===== config.mk =====
export PLATFORM = sky130hd
export DESIGN_NAME = fifo_lvl
export DESIGN_NICKNAME = d
export VERILOG_FILES = /design/src/rtl/fifo_lvl.sv
export SDC_FILE = /design/constraint.sdc
export NUM_CORES = 1
export LEC_CHECK = 0
export BUFFER_PORTS_ARGS = -buffer_cell sky130_fd_sc_hd__buf_2
export CORE_MARGIN = 2
export CORE_UTILIZATION = 45
export DETAILED_ROUTE_END_ITERATION = 10
export SLEW_MARGIN = 20
export SYNTH_ARGS = -nofsm -noshare
export SYNTH_HDL_FRONTEND = slang
export SYNTH_SLANG_ARGS = --single-unit

===== constraint.sdc =====
create_clock -name clk -period 2.49 [get_ports clk]
set_clock_uncertainty 0.15 [all_clocks]
set_input_delay 0.3735 -clock clk [delete_from_list [all_inputs] [get_ports clk]]
set_output_delay 0.3735 -clock clk [all_outputs]
set_load 0.005 [all_outputs]

===== src/rtl/fifo_lvl.sv =====
// Synchronous FIFO with occupancy count, programmable almost-full/almost-empty
// thresholds and sticky overflow/underflow flags. Optional FIFO_LVL_FLUSH_EN adds a flush input.
module fifo_lvl #(
  parameter int DATA_WIDTH = 8,
  parameter int ADDR_WIDTH = 4
) (
  input  logic                  clk,
  input  logic                  reset,
`ifdef FIFO_LVL_FLUSH_EN
  input  logic                  flush,
`endif
  input  logic                  rd,
  input  logic                  wr,
  input  logic [DATA_WIDTH-1:0] w_data,
  input  logic [ADDR_WIDTH:0]   af_thresh,
  input  logic [ADDR_WIDTH:0]   ae_thresh,
  input  logic                  err_clr,
  output logic [DATA_WIDTH-1:0] r_data,
  output logic                  empty,
  output logic                  full,
  output logic [ADDR_WIDTH:0]   count,
  output logic                  almost_full,
  output logic                  almost_empty,
  output logic                  overflow,
  output logic                  underflow
);

  localparam int                DEPTH    = 2**ADDR_WIDTH;
  localparam logic [ADDR_WIDTH:0] FULL_CNT = (ADDR_WIDTH+1)'(DEPTH);

  logic [DATA_WIDTH-1:0] mem [DEPTH];
  logic [ADDR_WIDTH-1:0] w_ptr, r_ptr;
  logic                  flush_now;
  logic                  push, pop;
  logic [ADDR_WIDTH:0]   count_next;

`ifdef FIFO_LVL_FLUSH_EN
  assign flush_now = flush;
`else
  assign flush_now = 1'b0;
`endif

  // A full FIFO still accepts a write when a pop frees the slot in the same cycle.
  assign push = wr && (!full || rd) && !flush_now;
  assign pop  = rd && !empty && !flush_now;

  always_comb begin
    // NOTE: assign a default before any branch so the combinational block never infers a latch.
    count_next = count;
    unique case ({push, pop})
      2'b10:   count_next = count + (ADDR_WIDTH+1)'(1);
      2'b01:   count_next = count - (ADDR_WIDTH+1)'(1);
      default: count_next = count;
    endcase
  end

  // NOTE: the storage array has no reset; only pointers and count define valid contents.
  always_ff @(posedge clk) begin
    if (push) mem[w_ptr] <= w_data;
  end

  assign r_data = mem[r_ptr];

  // NOTE: sequential state uses non-blocking assignments so all registers update together at the edge.
  always_ff @(posedge clk or posedge reset) begin
    if (reset) begin
      w_ptr <= '0;
      r_ptr <= '0;
      count <= '0;
      empty <= 1'b1;
      full  <= 1'b0;
    end else if (flush_now) begin
      w_ptr <= '0;
      r_ptr <= '0;
      count <= '0;
      empty <= 1'b1;
      full  <= 1'b0;
    end else begin
      if (push) w_ptr <= w_ptr + ADDR_WIDTH'(1);
      if (pop)  r_ptr <= r_ptr + ADDR_WIDTH'(1);
      count <= count_next;
      empty <= (count_next == '0);
      full  <= (count_next == FULL_CNT);
    end
  end

  // A new error event outranks a simultaneous clear.
  always_ff @(posedge clk or posedge reset) begin
    if (reset) begin
      overflow  <= 1'b0;
      underflow <= 1'b0;
    end else begin
      if (wr && full && !rd && !flush_now) overflow <= 1'b1;
      else if (err_clr)                    overflow <= 1'b0;
      if (rd && empty && !flush_now)       underflow <= 1'b1;
      else if (err_clr)                    underflow <= 1'b0;
    end
  end

  assign almost_full  = (count >= af_thresh);
  assign almost_empty = (count <= ae_thresh);

endmodule


== Word level (Yosys, flattened, before mapping) ==
Memories as Yosys holds them, arrays and structs flattened.
Index checks and enable logic that the tools add are counted.
Word-level totals
  input bits: 23
  memory bits (writable): 128
  register bits: 17
  output and inout bits: 19
  memories kept: 1
  word-level logic and storage cells: 35
Memories
  mem: depth 16, width 8, read ports 1, clocked after Yosys merged registers in 0, write ports 1, line 31  | logic [DATA_WIDTH-1:0] mem [DEPTH];
Operators by class
  $lt $le $gt $ge: 2
  mux-type cells: 6
  reductions and logical operators: 12
  $add $sub $neg: 4
  equality and inequality tests: 3
Operator list (number)
  5-bit one-hot mux with 2 select lines: 1
  4-bit by 1-bit adder with 4-bit output (second input constant): 2
  5-bit by 1-bit adder with 5-bit output (second input constant): 1
  5-bit equality test (second input constant): 1
  5-bit >= comparator: 1
  5-bit <= comparator: 1
  1-bit logical AND: 5
  5-bit logical NOT: 1
  1-bit 2-to-1 mux: 5
  5-bit by 1-bit subtractor with 5-bit output (second input constant): 1
  2-bit nonzero test: 2
  1-bit logical NOT: 3
  2-bit by 1-bit equality test with 1-bit output (second input constant): 1
  2-bit equality test (second input constant): 1
  1-bit logical OR: 1

== Longest topological paths before layout ==
Gate-level depths: netlist of run 1.
  word-level depth: 6
  depth in mapped cells: 10

== Least setup slack after synthesis of run 1 ==
OpenSTA, ideal clock, no wires.
  path type: register -> register
  start: register empty
  end: register full
  setup slack: 0.211 ns
  arrival time: 2.041 ns
  buffers on the path: 1
  period minus slack after synthesis: 2.279 ns
  stages on the path, launching flop included: 10
  data required time: 2.252 ns
  path through: dfstp_2 > or3b_1 > clkbuf_1 > xnor2_1 > ha_1 > nor2b_1 > nand4_1 > a31oi_1 > xor2_1 > nor3b_1
Between the ends
  longest elaborated chain between the ends: 5
RTL lines
  start: declaration: line 19  | output logic empty,
  start signal: assignment: line 82  | empty <= (count_next == '0);
  1-bit logical NOT *: line 45  | assign pop = rd && !empty && !flush_now;
  1-bit logical AND *: line 45
  2-bit by 1-bit equality test with 1-bit output / 2-bit equality test (equally long branches): line 50  | unique case ({push, pop})
  5-bit one-hot mux with 2 select lines *: line 50
  net count_next[4]: line 35  | logic [ADDR_WIDTH:0] count_next;
  5-bit equality test *: line 83  | full <= (count_next == FULL_CNT);
  end signal: assignment: line 83
  end: declaration: line 20  | output logic full,
Mark *: on every way through the listed nets, which the timed path passes. The rest lies on a longest branch.
A chain may end at the register's enable or synchronous reset.

== Worst setup path in the final report of run 1 ==
  start: register r_ptr[0]
  end: output r_data[0]
Between the ends
  longest elaborated chain between the ends: 1
RTL lines
  start: declaration: line 32  | logic [ADDR_WIDTH-1:0] w_ptr, r_ptr;
  start signal: assignment: line 80  | if (pop) r_ptr <= r_ptr + ADDR_WIDTH'(1);
  memory 16 x 8 bit
  end: declaration: line 18  | output logic [DATA_WIDTH-1:0] r_data,
Every way passes these cells.

==> key figures, run 1 <==
Status
  • Status: finished with violations
  • Failing checks: setup timing

Timing
  • Final period utilization: 1.11
  • RSZ-0062 raised after global routing: yes
  • Max Freq: 362 MHz
  • Fin crit period: 2.76 ns
  • Final Hold Fails: 0
  • Slew of the pin with the lowest slew margin: 0.650 ns
  • WHS: 0.0169 ns
  • Setup violators final: 8
  • Pins Over Slew Limit: 0
  • TNS Setup: -1.98 ns
  • Max-slew headroom: 0.566
  • Final setup margin: -0.269 ns

Floorplan
  • Row cnt: 42
  • Initial Util: 0.465
  • Die width: 121 um
  • Die area: 0.0147 sq mm
  • Num ports: 42
  • Core footprint: 0.0133 sq mm
  • Die Ht: 121 um

Logic synthesis
  • Largest cells by area after synthesis: edfxtp_1, mux4_1, dfrtp_1
  • Yosys reg bits: 145
  • Top-count cell post-synth: edfxtp_1
  • Avg Synthesized Cell Area: 19.3 sq um
  • Post-Syn Instances: 321
  • Synth top cells by count: edfxtp_1, mux4_1, inv_1
  • EDFF count, synth: 128
  • Synthesized net count: 361
  • Async set-reset flop share out of synthesis: 0.117
  • Seq/Total Area, Yosys: 0.689
  • Synth area leader: edfxtp_1
  • Synth top area share: 0.620
  • Ys Warns: 0
  • Syn Std Cell Area: 0.00620 sq mm
  • Synth cell types: 37
  • Top_reg_cell synth: edfxtp_1

Setup path
  • Crit path launch type: register
  • Worst-path cell chain: buf_12, buf_8, mux4_2, mux4_2, buf_6
  • Most frequent CP cell: mux4_2
  • CP max stage cell: mux4_2
  • Cell count of the worst reg-to-reg path: 8
  • Reg2reg setup slack: 0.16 ns
  • Critical Path RT: 1.97 ns
  • CP top delay family: multiplexers
  • Crit path DAT: 2.24 ns
  • Max Fanout on Critical Path: 7
  • Capturing point of the worst reg2reg path: full$_DFF_PP0_
  • R2r startpoint: empty$_DFF_PP1_
  • Max incr delay on CP: 0.53 ns
  • Crit. End Element: output port
  • Worst Path Buf+Inv: 3
  • Crit Path Class: reg2out

Power and ir drop
  • Power Dens Cells: 1120 mW/mm^2
  • Max VDD drop: 0.000568 V
  • Final Total Pwr: 8.35 mW
  • LEAKAGE: 2.73 nW

Detailed routing
  • Total wire length: 12300 um
  • Drt wl/cell: 20.7 um
  • Starting DRT DRC Count: 249
  • Vias per cell: 5.35
  • DRC violations left: 0
  • Post-DRT Antenna Nets: 0
  • Via count: 3193
  • TritonRoute pass-1 iters: 4

Placement
  • Placed wire-length estimate: 7810 um
  • PortBufs: 41
  • Post-Place Worst Slack: 0.0729 ns
  • Gpl congestion: 0.770

Clocking
  • Clock root buffer: clkbuf_16
  • Clk buf depth: 2
  • H-tree Lvls: 4
  • Clock transition at path regs: 0.05 ns
  • CTS Buf Count: 17
  • Worst skew pair latency: 0.41 ns
  • TritonCTS clock tree: yes
  • Clock sinks: 145

Min path
  • Hold_sp: err_clr
  • Hold depth: 2
  • Worst hold endpoint: overflow$_DFFE_PP0P_
  • Worst min-delay path class: in2reg

Final layout
  • Reg area: 0.00427 sq mm
  • # fillers: 1079
  • Net count reported at finish: 450
  • Fin util: 0.559
  • Antenna diode count: 0
  • Fraction of layout cells with a size suffix above 1: 0.390
  • Area Growth Syn to Fin: 20.3%
  • Multi-input logic area: 0.00172 sq mm

Global routing
  • Overall global routing resource usage: 0.178
  • Largest net degree at the start of global routing: 36
  • Grt ovf: 0
  • First-pass GRT wire length: 18600 um
  • Initial antenna violation count: 0
  • Vias in the first global route: 3203

Job
  • # Max-Cap Violations: 0
==> logic make-up (layout without fill, tap and decap cells) <==
kind of cell | Yosys count | count (layout) | share of synthesized area
multiplexers | 43 | 43 | 0.169
buffers and inverters | 37 | 137 | 0.0280
flip-flops | 145 | 145 | 0.689
AO/OA/AOI/OAI | 19 | 19 | 0.0202
AND/OR/NAND/NOR | 48 | 48 | 0.0434
adder cells (fa/ha/maj) | 17 | 17 | 0.0343
XOR/XNOR | 12 | 12 | 0.0169
==> layout by cell type, fill, tap and decap left out, types with 2 or more instances in the layout <==
cell / synthesis / layout
dfrtp_1: 16 / 14
and2_1: 9 / 9
nor2b_1: 4 / 3
nand3_1: 4 / 4
nor3_1: 2 / 2
o22ai_1: 2 / 2
mux4_2: 10 / 39
nor2_1: 7 / 7
nor4_2: 0 / 4
xnor2_1: 8 / 7
edfxtp_1: 128 / 128
ha_1: 17 / 15
inv_1: 20 / 19
clkbuf_1: 11 / 6
ha_4: 0 / 2
buf_6: 3 / 4
dfrtp_2: 0 / 2
clkbuf_16: 0 / 20
o21a_1: 3 / 3
nor3b_1: 4 / 3
buf_4: 0 / 35
buf_12: 0 / 4
xor2_1: 4 / 4
a21oi_1: 2 / 2
o21ai_0: 4 / 4
mux2_2: 2 / 2
nand2_1: 6 / 6
buf_2: 1 / 39
nand4_1: 3 / 3
a21o_1: 5 / 5
clkinv_2: 0 / 4
==> where the power goes <==
group / internal (mW) / leakage [nW] / switching (mW)
clock: 1.25 / 0.238 / 0.858
sequential: 2.99 / 1.36 / 0.245
combinational: 1.69 / 1.14 / 1.32
total: 5.93 / 2.73 / 2.42
==> sequential cells by signal, indices dropped and copies added (netlist names) <==
signal	cells
mem	128
count	5
r_ptr	4
w_ptr	4
empty	1
full	1
overflow	1
underflow	1
==> worst reg2reg max path, stage by stage (launching register included) <==
cell	delay, ns
dfstp_2	0.38
or3b_1	0.44
xnor2_2	0.15
ha_1	0.20
nor2b_2	0.18
nand3_1	0.10
a31oi_1	0.21
xor2_1	0.24
nor3b_2	0.20
==> final cells by class <==
cell class / instances / area share
clock buffer: 23 / 0.0600
sequential: 145 / 0.573
timing repair buffer: 87 / 0.0916
tap: 176 / 0.0295
clock inverter: 7 / 0.00537
multi-input combinational: 139 / 0.231
inverter: 20 / 0.0101
==> per-layer routing <==
metal | track usage | vias to the layer above | part of all wire
met5 | 0 | - | 0
met4 | 0.0647 | 0 | 0.016
met3 | 0.0451 | 18 | 0.042
met2 | 0.278 | 68 | 0.49
met1 | 0.244 | 1665 | 0.45
li1 | - | 1442 | -
==> worst max-delay path by stage <==
stage,from,endpoint,depth (start not counted)
finish,r_ptr[0]$_DFFE_PP0P_,r_data[0],5
global route,r_ptr[0]$_DFFE_PP0P_,r_data[3],5
CTS,r_ptr[0]$_DFFE_PP0P_,r_data[2],4
detailed placement,wr,full$_DFF_PP0_,9
global placement,r_ptr[0]$_DFFE_PP0P_,r_data[5],4
floorplan,empty$_DFF_PP1_,full$_DFF_PP0_,9
==> timing repair <==
item | 4_1_cts | 5_1_grt
gates cloned | 0 | 4
buffers inserted | 4 | 1
setup endpoints to repair | 10 | 11
endpoints found under the hold margin | 16 | 0
resized for setup | 15 | 27
pin swaps | 4 | 1
hold buffers | 1 | 0
==> through the flow <==
stage,instances,area (sq um)
floorplan,321,6200
global placement,557,6860
detailed placement,557,6860
CTS,592,7390
global route,597,7460
finish,597,7460
Power figures use the tool's default switching activity.
==> inputs of run 2 (changes only) <==
--- a/config.mk
+++ b/config.mk
@@ -7,7 +7,7 @@
 export LEC_CHECK = 0
 export BUFFER_PORTS_ARGS = -buffer_cell sky130_fd_sc_hd__buf_2
 export CORE_MARGIN = 2
-export CORE_UTILIZATION = 45
+export CORE_UTILIZATION = 41
 export DETAILED_ROUTE_END_ITERATION = 10
 export SLEW_MARGIN = 20
 export SYNTH_ARGS = -nofsm -noshare
==> run 2 against run 1 <==
- the flow still finishes with violations (setup timing)
- final area grew 1.5%
- flip-flop and latch count is the same
- maximum frequency grew 0.26%
- via count grew 2.4%
- global-route usage shrank 1.2 points
- register-to-register slack is essentially flat
- clock-buffer cell count shrank 4
==> key figures, run 2 (synthesis gave the netlist of run 1 again) <==
Setup path
  • Max Fanout on Critical Path: 6 (-1)
  • Crit. End Element: output port
  • CP Launch Point: r_ptr[0]$_DFFE_PP0P_
  • Crit Path Class: reg2out
  • R2r startpoint: empty$_DFF_PP1_
  • Crit path launch type: register
  • Crit path DAT: 2.23 ns (about the same)
  • Critical Path RT: 1.97 ns (about the same)

Final layout
  • Max FFs per register: 128 (unchanged)
  • Most common cell after layout, fill and taps aside: edfxtp_1
  • Multi-input logic area: 0.00173 sq mm (+0.65%)
  • Area Growth Syn to Fin: 22.0%
  • Most flop-heavy register: mem
  • Fraction of layout cells with a size suffix above 1: 0.392 (+0.00289)
  • Reg area: 0.00427 sq mm (unchanged)
  • Post-route cell area: 0.00757 sq mm (+1.5%)
  • Fin util: 0.517 (-0.0420)
  • Most frequent cells in the layout: edfxtp_1, buf_2, mux4_2, buf_4, clkbuf_16
  • Net count reported at finish: 451 (+0.22%)
  • # fillers: 1182 (+9.5%)
  • Largest regs: mem x128, count x5
  • Antenna diode count: 0 (unchanged)

Power and ir drop
  • Max VDD drop: 0.000526 V (-7.5%)
  • Power Dens Cells: 1150 mW/mm^2 (+2.8%)
  • LEAKAGE: 2.79 nW (+1.9%)

Placement
  • Dpl cell area: 0.00685 sq mm (-0.18%)
  • Placed wire-length estimate: 7750 um (-0.77%)
  • Gpl congestion: 0.778 (+1.1%)
  • PortBufs: 41 (unchanged)

Clocking
  • Clock sinks: 145 (unchanged)
  • Clock root buffer: clkbuf_16
  • TritonCTS clock tree: yes
  • Clk buf depth: 2 (unchanged)
  • H-tree Lvls: 4 (unchanged)
  • CTS Buf Count: 17 (unchanged)
  • Worst skew pair latency: 0.41 ns (about the same)
  • Clock transition at path regs: 0.06 ns (about the same)

Global routing
  • Vias in the first global route: 3279 (+2.4%)
  • Overall global routing resource usage: 0.166 (-0.0117)
  • Largest net degree at the start of global routing: 36 (unchanged)
  • Initial antenna violation count: 1 (+1)
  • Grt ovf: 0 (unchanged)
  • First-pass GRT wire length: 19300 um (+3.6%)

Detailed routing
  • Total wire length: 13000 um (+5.4%)
  • Post-DRT Antenna Nets: 0 (unchanged)
  • DRC violations left: 0 (unchanged)
  • Starting DRT DRC Count: 327 (+31%)
  • Vias per cell: 5.39 (+0.69%)
  • TritonRoute pass-1 iters: 4 (unchanged)
  • Drt wl/cell: 21.4 um (+3.6%)
  • Via count: 3269 (+2.4%)

Timing
  • Final period utilization: 1.11 (-0.00288)
  • Slew of the pin with the lowest slew margin: 0.718 ns (+0.0685 ns)
  • Max Freq: 363 MHz (+0.26%)
  • Final Hold Fails: 0 (unchanged)
  • RSZ-0062 raised after global routing: yes
  • Setup violators final: 8 (unchanged)
  • Pins Over Slew Limit: 0 (unchanged)
  • Fin crit period: 2.75 ns (-0.00717 ns)
  • Max-slew headroom: 0.521 (-0.0457)
  • Final setup margin: -0.262 ns (+0.00717 ns)
  • WHS: 0.0588 ns (+0.0419 ns)

Floorplan
  • Die width: 127 um (+4.6%)
  • Die Ht: 127 um (+4.6%)
  • Core footprint: 0.0146 sq mm (+9.7%)
  • Initial Util: 0.424 (-0.0411)
  • Num ports: 42 (unchanged)
  • Die area: 0.0161 sq mm (+9.4%)
  • Row cnt: 44 (+4.8%)

Status
  • Status: finished with violations
  • Failing checks: setup timing

Job
  • # Max-Cap Violations: 0 (unchanged)

Min path
  • Hold_sp: rd
  • Worst min-delay path class: in2reg
## run 2: per-stage QoR
| step | TNS, ns | total power [mW] | setup WS, ns | std cells |
|---|---|---|---|---|
| after floorplan | 0 | 4.91 | 0.211 | 321 |
| after CTS | -2.14 | 8.43 | -0.299 | 599 |
| after global placement | 0 | 5.79 | 0.121 | 562 |
| after global routing | -2.53 | 9.17 | -0.310 | 607 |
| final | -1.90 | 8.71 | -0.262 | 607 |
| after detailed placement | 0 | 5.84 | 0.0592 | 562 |
## run 2: final cells by class
type                            count  area share
Tap cell                          184      0.0304
Clock inverter                     12      0.0188
Clock buffer                       19      0.0572
Inverter                           20     0.00992
Timing Repair Buffer               88      0.0902
Multi-Input combinational cell    139       0.229
Sequential cell                   145       0.564
## run 2: what timing repair did
item	in CTS	in global routing
endpoints found under the hold margin	18	0
endpoints found under the setup margin	10	11
pin swaps	3	0
resized for setup	12	25
setup buffers	4	4
hold buffers	2	0
gates cloned	0	4
## run 2: report_power, final
part | internal, mW | total, mW | leakage (nW) | switching [mW]
Combinational | 1.68 | 3.00 | 1.15 | 1.32
Clock | 1.55 | 2.47 | 0.280 | 0.911
Sequential | 2.99 | 3.24 | 1.36 | 0.252
## run 2: final timing paths
check,endpoint,slack (ns),depth (start not counted)
max reg2reg,full$_DFF_PP0_,0.15,8
min,underflow$_DFFE_PP0P_,0.06,3
max,r_data[0],-0.26,5
min reg2reg,underflow$_DFFE_PP0P_,0.36,2
max in group asynchronous,count[1]$_DFF_PP0_,1.22,3
min in group asynchronous,overflow$_DFFE_PP0P_,0.47,3
## run 2: worst max-delay path, cell delays in order (launching register included)
cell and delay [ns]:
dfrtp_2 0.37, buf_12 0.14, buf_8 0.13, mux4_2 0.49, mux4_2 0.53, buf_2 0.15
## run 2: layer usage
| metal | GRT usage | wire, um |
|---|---|---|
| met5 | 0 | 11 |
| met4 | 0.0633 | 157 |
| met1 | 0.234 | 5940 |
| met2 | 0.253 | 6210 |
| met3 | 0.0423 | 694 |
